### src/rtl/inst_fetch_unit_pkg.sv
// Shared types and constants for the instruction fetch unit (ifu_pkg).
package ifu_pkg;

    typedef struct packed {
        logic [31:0] pc;
        logic [31:0] inst;
    } fetch_entry_t;

    localparam logic [31:0] INST_NOP = 32'h00000013;
    localparam logic [31:0] PC_STEP  = 32'd4;

    // Word-align a byte address; the low two bits carry no meaning for fetch.
    function automatic logic [31:0] word_align(input logic [31:0] byte_pc);
        return {byte_pc[31:2], 2'b00};
    endfunction

endpackage

### src/rtl/inst_fetch_unit_fetch_fifo.sv
// Fetch buffer: synchronous FIFO of {pc, inst} entries with a single-cycle flush.
// Push on full is accepted only together with a pop; flush wins over push and pop.
module fetch_fifo
    import ifu_pkg::*;
#(
    parameter int DEPTH = 2,
    localparam int CNT_W = $clog2(DEPTH + 1),
    localparam int PTR_W = (DEPTH > 1) ? $clog2(DEPTH) : 1
) (
    input  logic             clk,
    input  logic             rst_n,
    input  logic             push,
    input  logic             pop,
    input  logic             flush,
    input  fetch_entry_t     push_data,
    output logic [CNT_W-1:0] count,
    output logic             empty,
    output fetch_entry_t     head
);

    fetch_entry_t     mem_q [DEPTH];
    fetch_entry_t     mem_d [DEPTH];
    logic [PTR_W-1:0] wr_ptr_q;
    logic [PTR_W-1:0] wr_ptr_d;
    logic [PTR_W-1:0] rd_ptr_q;
    logic [PTR_W-1:0] rd_ptr_d;
    logic [CNT_W-1:0] count_q;
    logic [CNT_W-1:0] count_d;
    logic             full_s;
    logic             do_push_s;
    logic             do_pop_s;

    // Pointers wrap at DEPTH so non-power-of-two depths work too.
    function automatic logic [PTR_W-1:0] ptr_inc(input logic [PTR_W-1:0] ptr);
        logic [PTR_W-1:0] nxt;
        if (ptr == PTR_W'(DEPTH - 1)) begin
            nxt = {PTR_W{1'b0}};
        end else begin
            nxt = ptr + PTR_W'(1);
        end
        return nxt;
    endfunction

    // Next-state for storage, pointers and occupancy.
    always_comb begin
        mem_d     = mem_q;
        wr_ptr_d  = wr_ptr_q;
        rd_ptr_d  = rd_ptr_q;
        count_d   = count_q;
        full_s    = (count_q == CNT_W'(DEPTH));
        do_push_s = push && (!full_s || pop);
        do_pop_s  = pop && (count_q != {CNT_W{1'b0}});
        if (flush) begin
            wr_ptr_d = {PTR_W{1'b0}};
            rd_ptr_d = {PTR_W{1'b0}};
            count_d  = {CNT_W{1'b0}};
        end else begin
            if (do_push_s) begin
                mem_d[wr_ptr_q] = push_data;
                wr_ptr_d        = ptr_inc(wr_ptr_q);
            end else begin
                wr_ptr_d = wr_ptr_q;
            end
            if (do_pop_s) begin
                rd_ptr_d = ptr_inc(rd_ptr_q);
            end else begin
                rd_ptr_d = rd_ptr_q;
            end
            case ({do_push_s, do_pop_s})
                2'b10:   count_d = count_q + CNT_W'(1);
                2'b01:   count_d = count_q - CNT_W'(1);
                default: count_d = count_q;
            endcase
        end
    end

    // State registers; storage is cleared on reset so nothing stale is ever exposed.
    always_ff @(posedge clk or negedge rst_n) begin
        if (!rst_n) begin
            for (int i = 0; i < DEPTH; i++) begin
                mem_q[i] <= '{pc: 32'h0, inst: 32'h0};
            end
            wr_ptr_q <= {PTR_W{1'b0}};
            rd_ptr_q <= {PTR_W{1'b0}};
            count_q  <= {CNT_W{1'b0}};
        end else begin
            mem_q    <= mem_d;
            wr_ptr_q <= wr_ptr_d;
            rd_ptr_q <= rd_ptr_d;
            count_q  <= count_d;
        end
    end

    assign count = count_q;
    assign empty = (count_q == {CNT_W{1'b0}});
    assign head  = mem_q[rd_ptr_q];

endmodule

### src/rtl/inst_fetch_unit.sv
// Fetch stage in front of a 1-cycle synchronous instruction RAM, buffered to decode.
// Optional perf counters are built when FETCH_PERF_EN is defined.
module inst_fetch_unit
    import ifu_pkg::*;
#(
    parameter int          ADDR_W     = 12,
    parameter logic [31:0] RESET_PC   = 32'h0,
    parameter int          FIFO_DEPTH = 2
) (
    input  logic              clk,
    input  logic              rst,
    input  logic              redirect_valid,
    input  logic [31:0]       redirect_pc,
    output logic [ADDR_W-1:0] ram_addra,
    input  logic [31:0]       ram_douta,
    output logic              out_valid,
    input  logic              out_ready,
    output logic [31:0]       out_inst,
    output logic [31:0]       out_pc
`ifdef FETCH_PERF_EN
    ,
    output logic [31:0]       perf_fetch_cnt,
    output logic [31:0]       perf_flush_cnt
`endif
);

    localparam int CNT_W = $clog2(FIFO_DEPTH + 1);
    localparam int OCC_W = CNT_W + 1;

    logic [31:0]      pc_q;
    logic [31:0]      pc_d;
    logic             inflight_q;
    logic             inflight_d;
    logic [31:0]      inflight_pc_q;
    logic [31:0]      inflight_pc_d;

    logic [31:0]      issue_pc_s;
    logic             issue_s;
    logic             pop_s;
    logic [OCC_W-1:0] occ_s;
    logic             fifo_push_s;
    logic             fifo_pop_s;
    logic [CNT_W-1:0] fifo_count_s;
    logic             fifo_empty_s;
    fetch_entry_t     fifo_head_s;
    fetch_entry_t     push_entry_s;
    logic             unused_s;

    assign unused_s = ^redirect_pc[1:0];

    // Issue credit: a read may start only if its word is guaranteed a FIFO slot.
    always_comb begin
        pop_s = (!fifo_empty_s) && out_ready;
        occ_s = OCC_W'(fifo_count_s) + OCC_W'(inflight_q) - OCC_W'(pop_s);
        if (redirect_valid) begin
            issue_pc_s = word_align(redirect_pc);
            issue_s    = 1'b1;
        end else begin
            issue_pc_s = pc_q;
            issue_s    = (occ_s < OCC_W'(FIFO_DEPTH));
        end
        if (issue_s) begin
            pc_d          = issue_pc_s + PC_STEP;
            inflight_d    = 1'b1;
            inflight_pc_d = issue_pc_s;
        end else begin
            pc_d          = pc_q;
            inflight_d    = 1'b0;
            inflight_pc_d = inflight_pc_q;
        end
        // A redirect squashes the returning word and discards any concurrent pop.
        fifo_push_s  = inflight_q && !redirect_valid;
        fifo_pop_s   = pop_s && !redirect_valid;
        push_entry_s = '{pc: inflight_pc_q, inst: ram_douta};
        ram_addra    = issue_pc_s[ADDR_W+1:2];
    end

    // PC and in-flight read tracking.
    always_ff @(posedge clk or negedge rst) begin
        if (!rst) begin
            pc_q          <= RESET_PC;
            inflight_q    <= 1'b0;
            inflight_pc_q <= 32'h0;
        end else begin
            pc_q          <= pc_d;
            inflight_q    <= inflight_d;
            inflight_pc_q <= inflight_pc_d;
        end
    end

    fetch_fifo #(
        .DEPTH (FIFO_DEPTH)
    ) u_fifo (
        .clk       (clk),
        .rst_n     (rst),
        .push      (fifo_push_s),
        .pop       (fifo_pop_s),
        .flush     (redirect_valid),
        .push_data (push_entry_s),
        .count     (fifo_count_s),
        .empty     (fifo_empty_s),
        .head      (fifo_head_s)
    );

    // Decode sees zeros while the buffer is empty.
    always_comb begin
        out_valid = !fifo_empty_s;
        if (out_valid) begin
            out_inst = fifo_head_s.inst;
            out_pc   = fifo_head_s.pc;
        end else begin
            out_inst = 32'h0;
            out_pc   = 32'h0;
        end
    end

`ifdef FETCH_PERF_EN
    logic [31:0] perf_fetch_q;
    logic [31:0] perf_fetch_d;
    logic [31:0] perf_flush_q;
    logic [31:0] perf_flush_d;

    // Counters only ever reset with rst; a redirect does not clear them.
    always_comb begin
        if (fifo_pop_s) begin
            perf_fetch_d = perf_fetch_q + 32'd1;
        end else begin
            perf_fetch_d = perf_fetch_q;
        end
        if (redirect_valid) begin
            perf_flush_d = perf_flush_q + 32'd1;
        end else begin
            perf_flush_d = perf_flush_q;
        end
    end

    // Perf counter registers.
    always_ff @(posedge clk or negedge rst) begin
        if (!rst) begin
            perf_fetch_q <= 32'h0;
            perf_flush_q <= 32'h0;
        end else begin
            perf_fetch_q <= perf_fetch_d;
            perf_flush_q <= perf_flush_d;
        end
    end

    assign perf_fetch_cnt = perf_fetch_q;
    assign perf_flush_cnt = perf_flush_q;
`endif

endmodule
### config.mk
export PLATFORM = sky130hd
export DESIGN_NAME = inst_fetch_unit
export DESIGN_NICKNAME = d
export VERILOG_FILES = /design/src/rtl/inst_fetch_unit_pkg.sv /design/src/rtl/inst_fetch_unit_fetch_fifo.sv /design/src/rtl/inst_fetch_unit.sv
export SDC_FILE = /design/constraint.sdc
export NUM_CORES = 1
export LEC_CHECK = 0
export ABC_AREA = 1
export BUFFER_PORTS_ARGS = -buffer_cell sky130_fd_sc_hd__buf_2
export CAP_MARGIN = 5
export CORE_UTILIZATION = 30
export CTS_CLUSTER_DIAMETER = 200
export DETAILED_ROUTE_END_ITERATION = 10
export HOLD_SLACK_MARGIN = 0.15
export PLACE_DENSITY_LB_ADDON = 0.15
export SLEW_MARGIN = 20
export SYNTH_ARGS = -nofsm -noshare
export SYNTH_HDL_FRONTEND = slang
export SYNTH_SLANG_ARGS = --single-unit
### constraint.sdc
create_clock -name clk -period 4.25 [get_ports clk]
set_input_delay 1.275 -clock clk [delete_from_list [all_inputs] [get_ports clk]]
set_output_delay 1.275 -clock clk [all_outputs]
set_load 0.02 [all_outputs]
==> flow_summary.json <==
{
  "clock_tree.buffer_depth": 2,
  "fp.dieArea_sq_mm": 0.0320,
  "gp_congestion": 0.826,
  "synth.ff_latch_count": 189,
  "wl_per_cell_um": 14.4,
  "combinational_cell_fraction_of_total_power_pct": 42.2,
  "final_layout_size_suffix_gt1_share_pct": 19.6,
  "final.setup_skew_ps": 15.4,
  "tritoncts_clock_tree": "yes",
  "hold_path.class": "reg2reg",
  "synth.cell_area_sq_mm": 0.00939,
  "sequentialPowerShare_pct": 37.7,
  "post_route_worst_setup_slack_ps": 600,
  "run_status": "complete, no violations",
  "post_cts.resized_instances": 0,
  "yosysWarnings": 0,
  "post_cts_buffers": 0,
  "period_needed_ps": 3650,
  "hold_buffers": 0,
  "ys_seq_area_share_pct": 50.4,
  "cts-root-buf": "sky130_fd_sc_hd__clkbuf_16",
  "worst-path-max-fanout": 23,
  "power.share.switching_pct": 43.6,
  "grt_first_pass_wirelength_um": 39600,
  "die_boundary_width_um": 179,
  "p_clk_share_pct": 20.0,
  "post_drt_via_cell_ratio": 4.53,
  "via_count_of_the_first_global_routing_pass": 7345,
  "cts_htree_levels": 4,
  "die_height_um": 179,
  "reg2reg_from": "u_fifo.count[1]$_DFFE_PN0P_",
  "worst_setup_path_start_kind": "input pin",
  "worst-endpoint-required_ps": 2970,
  "timing.critical_path.mode_cell": "sky130_fd_sc_hd__buf_2",
  "total_of_fill_cells_in_the_finished_design": 3310,
  "synthTopCellsByArea": "sky130_fd_sc_hd__dfrtp_1 (50%), sky130_fd_sc_hd__nand2_1 (17%), sky130_fd_sc_hd__o21ai_0 (8.0%)",
  "max_stage_delay_ps": 380,
  "cts.clk_slew.worst_paths_ps": 80,
  "numPortBuffers": 140,
  "synth_area_per_cell_sq_um": 7.85,
  "ir_drop_uv": 386,
  "worst-setup-path-type": "in2out",
  "maximum_number_of_pins_on_one_net_before_global_route_repair": 98,
  "endpoint_kind_of_the_worst_setup_timing_path": "output pin",
  "rsz0062_at_grt": "false",
  "routed_wirelength_um": 24600,
  "numCtsBuffers": 17,
  "drt_first_iter_violations": 539,
  "core_region_area_sq_mm": 0.0307,
  "synth_enable_flop_cells": 0,
  "synthFlopType": "sky130_fd_sc_hd__dfrtp_1",
  "area_leader_netlist": "sky130_fd_sc_hd__dfrtp_1",
  "finish.net_count": 1368,
  "antenna_violating_nets_post_route": 0,
  "clk-insertion-delay-late_ps": 440,
  "fin_crit_sh_pct": 85.9,
  "number_of_library_cell_types_mapped_by_synthesis": 38,
  "reg2reg_setup_slack_ps": 1280,
  "drt_pass1_iterations": 5,
  "power_switching_mw": 3.50,
  "globalRouteTotalUtil_pct": 15.9,
  "achievable-frequency_ghz": 0.274,
  "crit_path_top_delay_cell": "sky130_fd_sc_hd__inv_2",
  "drc": 0,
  "postSynthCellCount": 1197,
  "final.setup.tns_ps": 0,
  "slew_at_the_pin_with_the_worst_max_slew_slack_ps": 844,
  "drv_slew": 0,
  "min_delay_worst_endpoint": "pc_q[3]$_DFFE_PN0P_",
  "slew_headroom_pct": 43.6,
  "cts_num_sinks": 189,
  "detailed_place_hpwl_um": 16300,
  "maxCapViolations": 0,
  "crit_chain": "buf_2 > inv_2 > nand2_1 > nand2_2 > buf_2",
  "yosysMostFrequentCell": "sky130_fd_sc_hd__nand2_1",
  "yosysTopAreaCellShare_pct": 50.4,
  "hold_path_startpoint": "pc_q[3]$_DFFE_PN0P_",
  "whs_path_depth": 2,
  "fraction_of_registers_with_async_set_or_reset_after_synthesis_pct": 100,
  "final_core_utilization_pct": 35.8,
  "worst_r2r_endpoint": "pc_q[26]$_DFFE_PN0P_",
  "vias_after_detailed_routing": 7731,
  "placementRows": 64,
  "start_util_pct": 30.6,
  "report.power.total_mw": 8.02,
  "antenna_violations_before_repair": 0,
  "flow.area_growth_from_synthesis_pct": 16.9,
  "timing_hold_violations_final": 0,
  "antenna_cells": 0,
  "critical_path_arrival_ps": 2370,
  "worst_hold_slack_ps": 483,
  "reg2reg_depth": 13,
  "pre_cts_ws_ps": 422,
  "leakagePower_nw": 5.49,
  "pin_count": 145,
  "internal-power_mw": 4.52,
  "p_per_area_mw_per_mm2": 731,
  "overflow": 0,
  "synth.cells.most_frequent": "sky130_fd_sc_hd__nand2_1 (425), sky130_fd_sc_hd__dfrtp_1 (189), sky130_fd_sc_hd__o21ai_0 (150)",
  "setup-violations-final": 0
}
cells by family after synthesis:
| group | after synthesis | share of synthesized area (%) |
|---|---|---|
| AND/OR/NAND/NOR | 571 | 26.2 |
| multiplexers | 1 | 0.120 |
| other | 1 | 0.0399 |
| flip-flops | 189 | 50.4 |
| XOR/XNOR | 6 | 0.560 |
| buffers and inverters | 185 | 8.91 |
| AO/OA/AOI/OAI | 241 | 13.3 |
| adder cells (fa/ha/maj) | 3 | 0.480 |
metal layers:
| layer | up-vias | GRT usage (%) | part of all wire, % |
|---|---|---|---|
| met4 | 0 | 3.92 | 1.2 |
| met2 | 144 | 24.4 | 44 |
| met3 | 20 | 2.86 | 4.2 |
| met5 | - | 0 | 0 |
| li1 | 3971 | - | - |
| met1 | 3596 | 22.9 | 51 |
layout by cell type (no fill, tap or decap), types with 7 or more instances in the layout:
cell                        synthesis  final
sky130_fd_sc_hd__o211ai_1           7      7
sky130_fd_sc_hd__o21ai_0          150    150
sky130_fd_sc_hd__nand2_2           27     25
sky130_fd_sc_hd__inv_2              8      8
sky130_fd_sc_hd__clkbuf_16          0     17
sky130_fd_sc_hd__nand2_1          425    425
sky130_fd_sc_hd__nor2_4             7      8
sky130_fd_sc_hd__nand4_1           10     10
sky130_fd_sc_hd__buf_2             14    139
sky130_fd_sc_hd__inv_8              0      8
sky130_fd_sc_hd__nor2_2            10      9
sky130_fd_sc_hd__nor2_1            36     36
sky130_fd_sc_hd__inv_1             99     99
sky130_fd_sc_hd__dfrtp_1          189    188
sky130_fd_sc_hd__nand3_1           43     43
sky130_fd_sc_hd__buf_4             19     12
sky130_fd_sc_hd__a21oi_1           69     69
worst max-delay path: cells and delay by family:
| kind | cells | cell delay (ps) |
|---|---|---|
| buf+inv | 3 | 790 |
| simple gates | 2 | 310 |
registers in the layout, indices dropped and copies added (netlist names):
register         cells
u_fifo.wr_ptr_q      1
inflight_pc_q       30
u_fifo.rd_ptr_q      1
pc_q                30
u_fifo.count         2
inflight_q           1
u_fifo.mem_q       124
how the worst max path moves through the flow:
stage / startpoint / to / slack (ps) / cells past startpoint
CTS: redirect_valid / ram_addra[11] / 530 / 5
floorplan: out_ready / inflight_pc_q[23]$_DFFE_PN0P_ / 960 / 12
global placement: out_ready / pc_q[25]$_DFFE_PN0P_ / 470 / 15
global route: redirect_valid / ram_addra[7] / 450 / 5
detailed placement: out_ready / pc_q[26]$_DFFE_PN0P_ / 420 / 14
finish: redirect_valid / ram_addra[3] / 600 / 5
power groups by stage:
stage | Combinational (mW) | Sequential [mW] | Clock, mW
5_1_grt | 3.88 | 3.13 | 1.73
6_report | 3.39 | 3.03 | 1.61
3_5_place_dp | 3.45 | 3.05 | 0
3_3_place_gp | 3.41 | 3.04 | 0
4_1_cts | 3.46 | 3.02 | 1.67
2_1_floorplan | 2.45 | 2.97 | 0
per-stage QoR:
step	cells	area (sq um)
6_report	1706	11000
5_1_grt	1706	11000
4_1_cts	1706	11000
3_5_place_dp	1674	10400
3_3_place_gp	1674	10400
2_1_floorplan	1198	9400
area by class of cell:
class	instances	area, sq um	area share (%)
Tap cell	396	495	4.51
Multi-Input combinational cell	824	3840	35.0
Sequential cell	189	4730	43.1
Clock inverter	15	165	1.50
Clock buffer	17	425	3.87
Timing Repair Buffer	158	920	8.37
Inverter	107	402	3.66
Note: power is estimated with default switching activity, not from simulation.
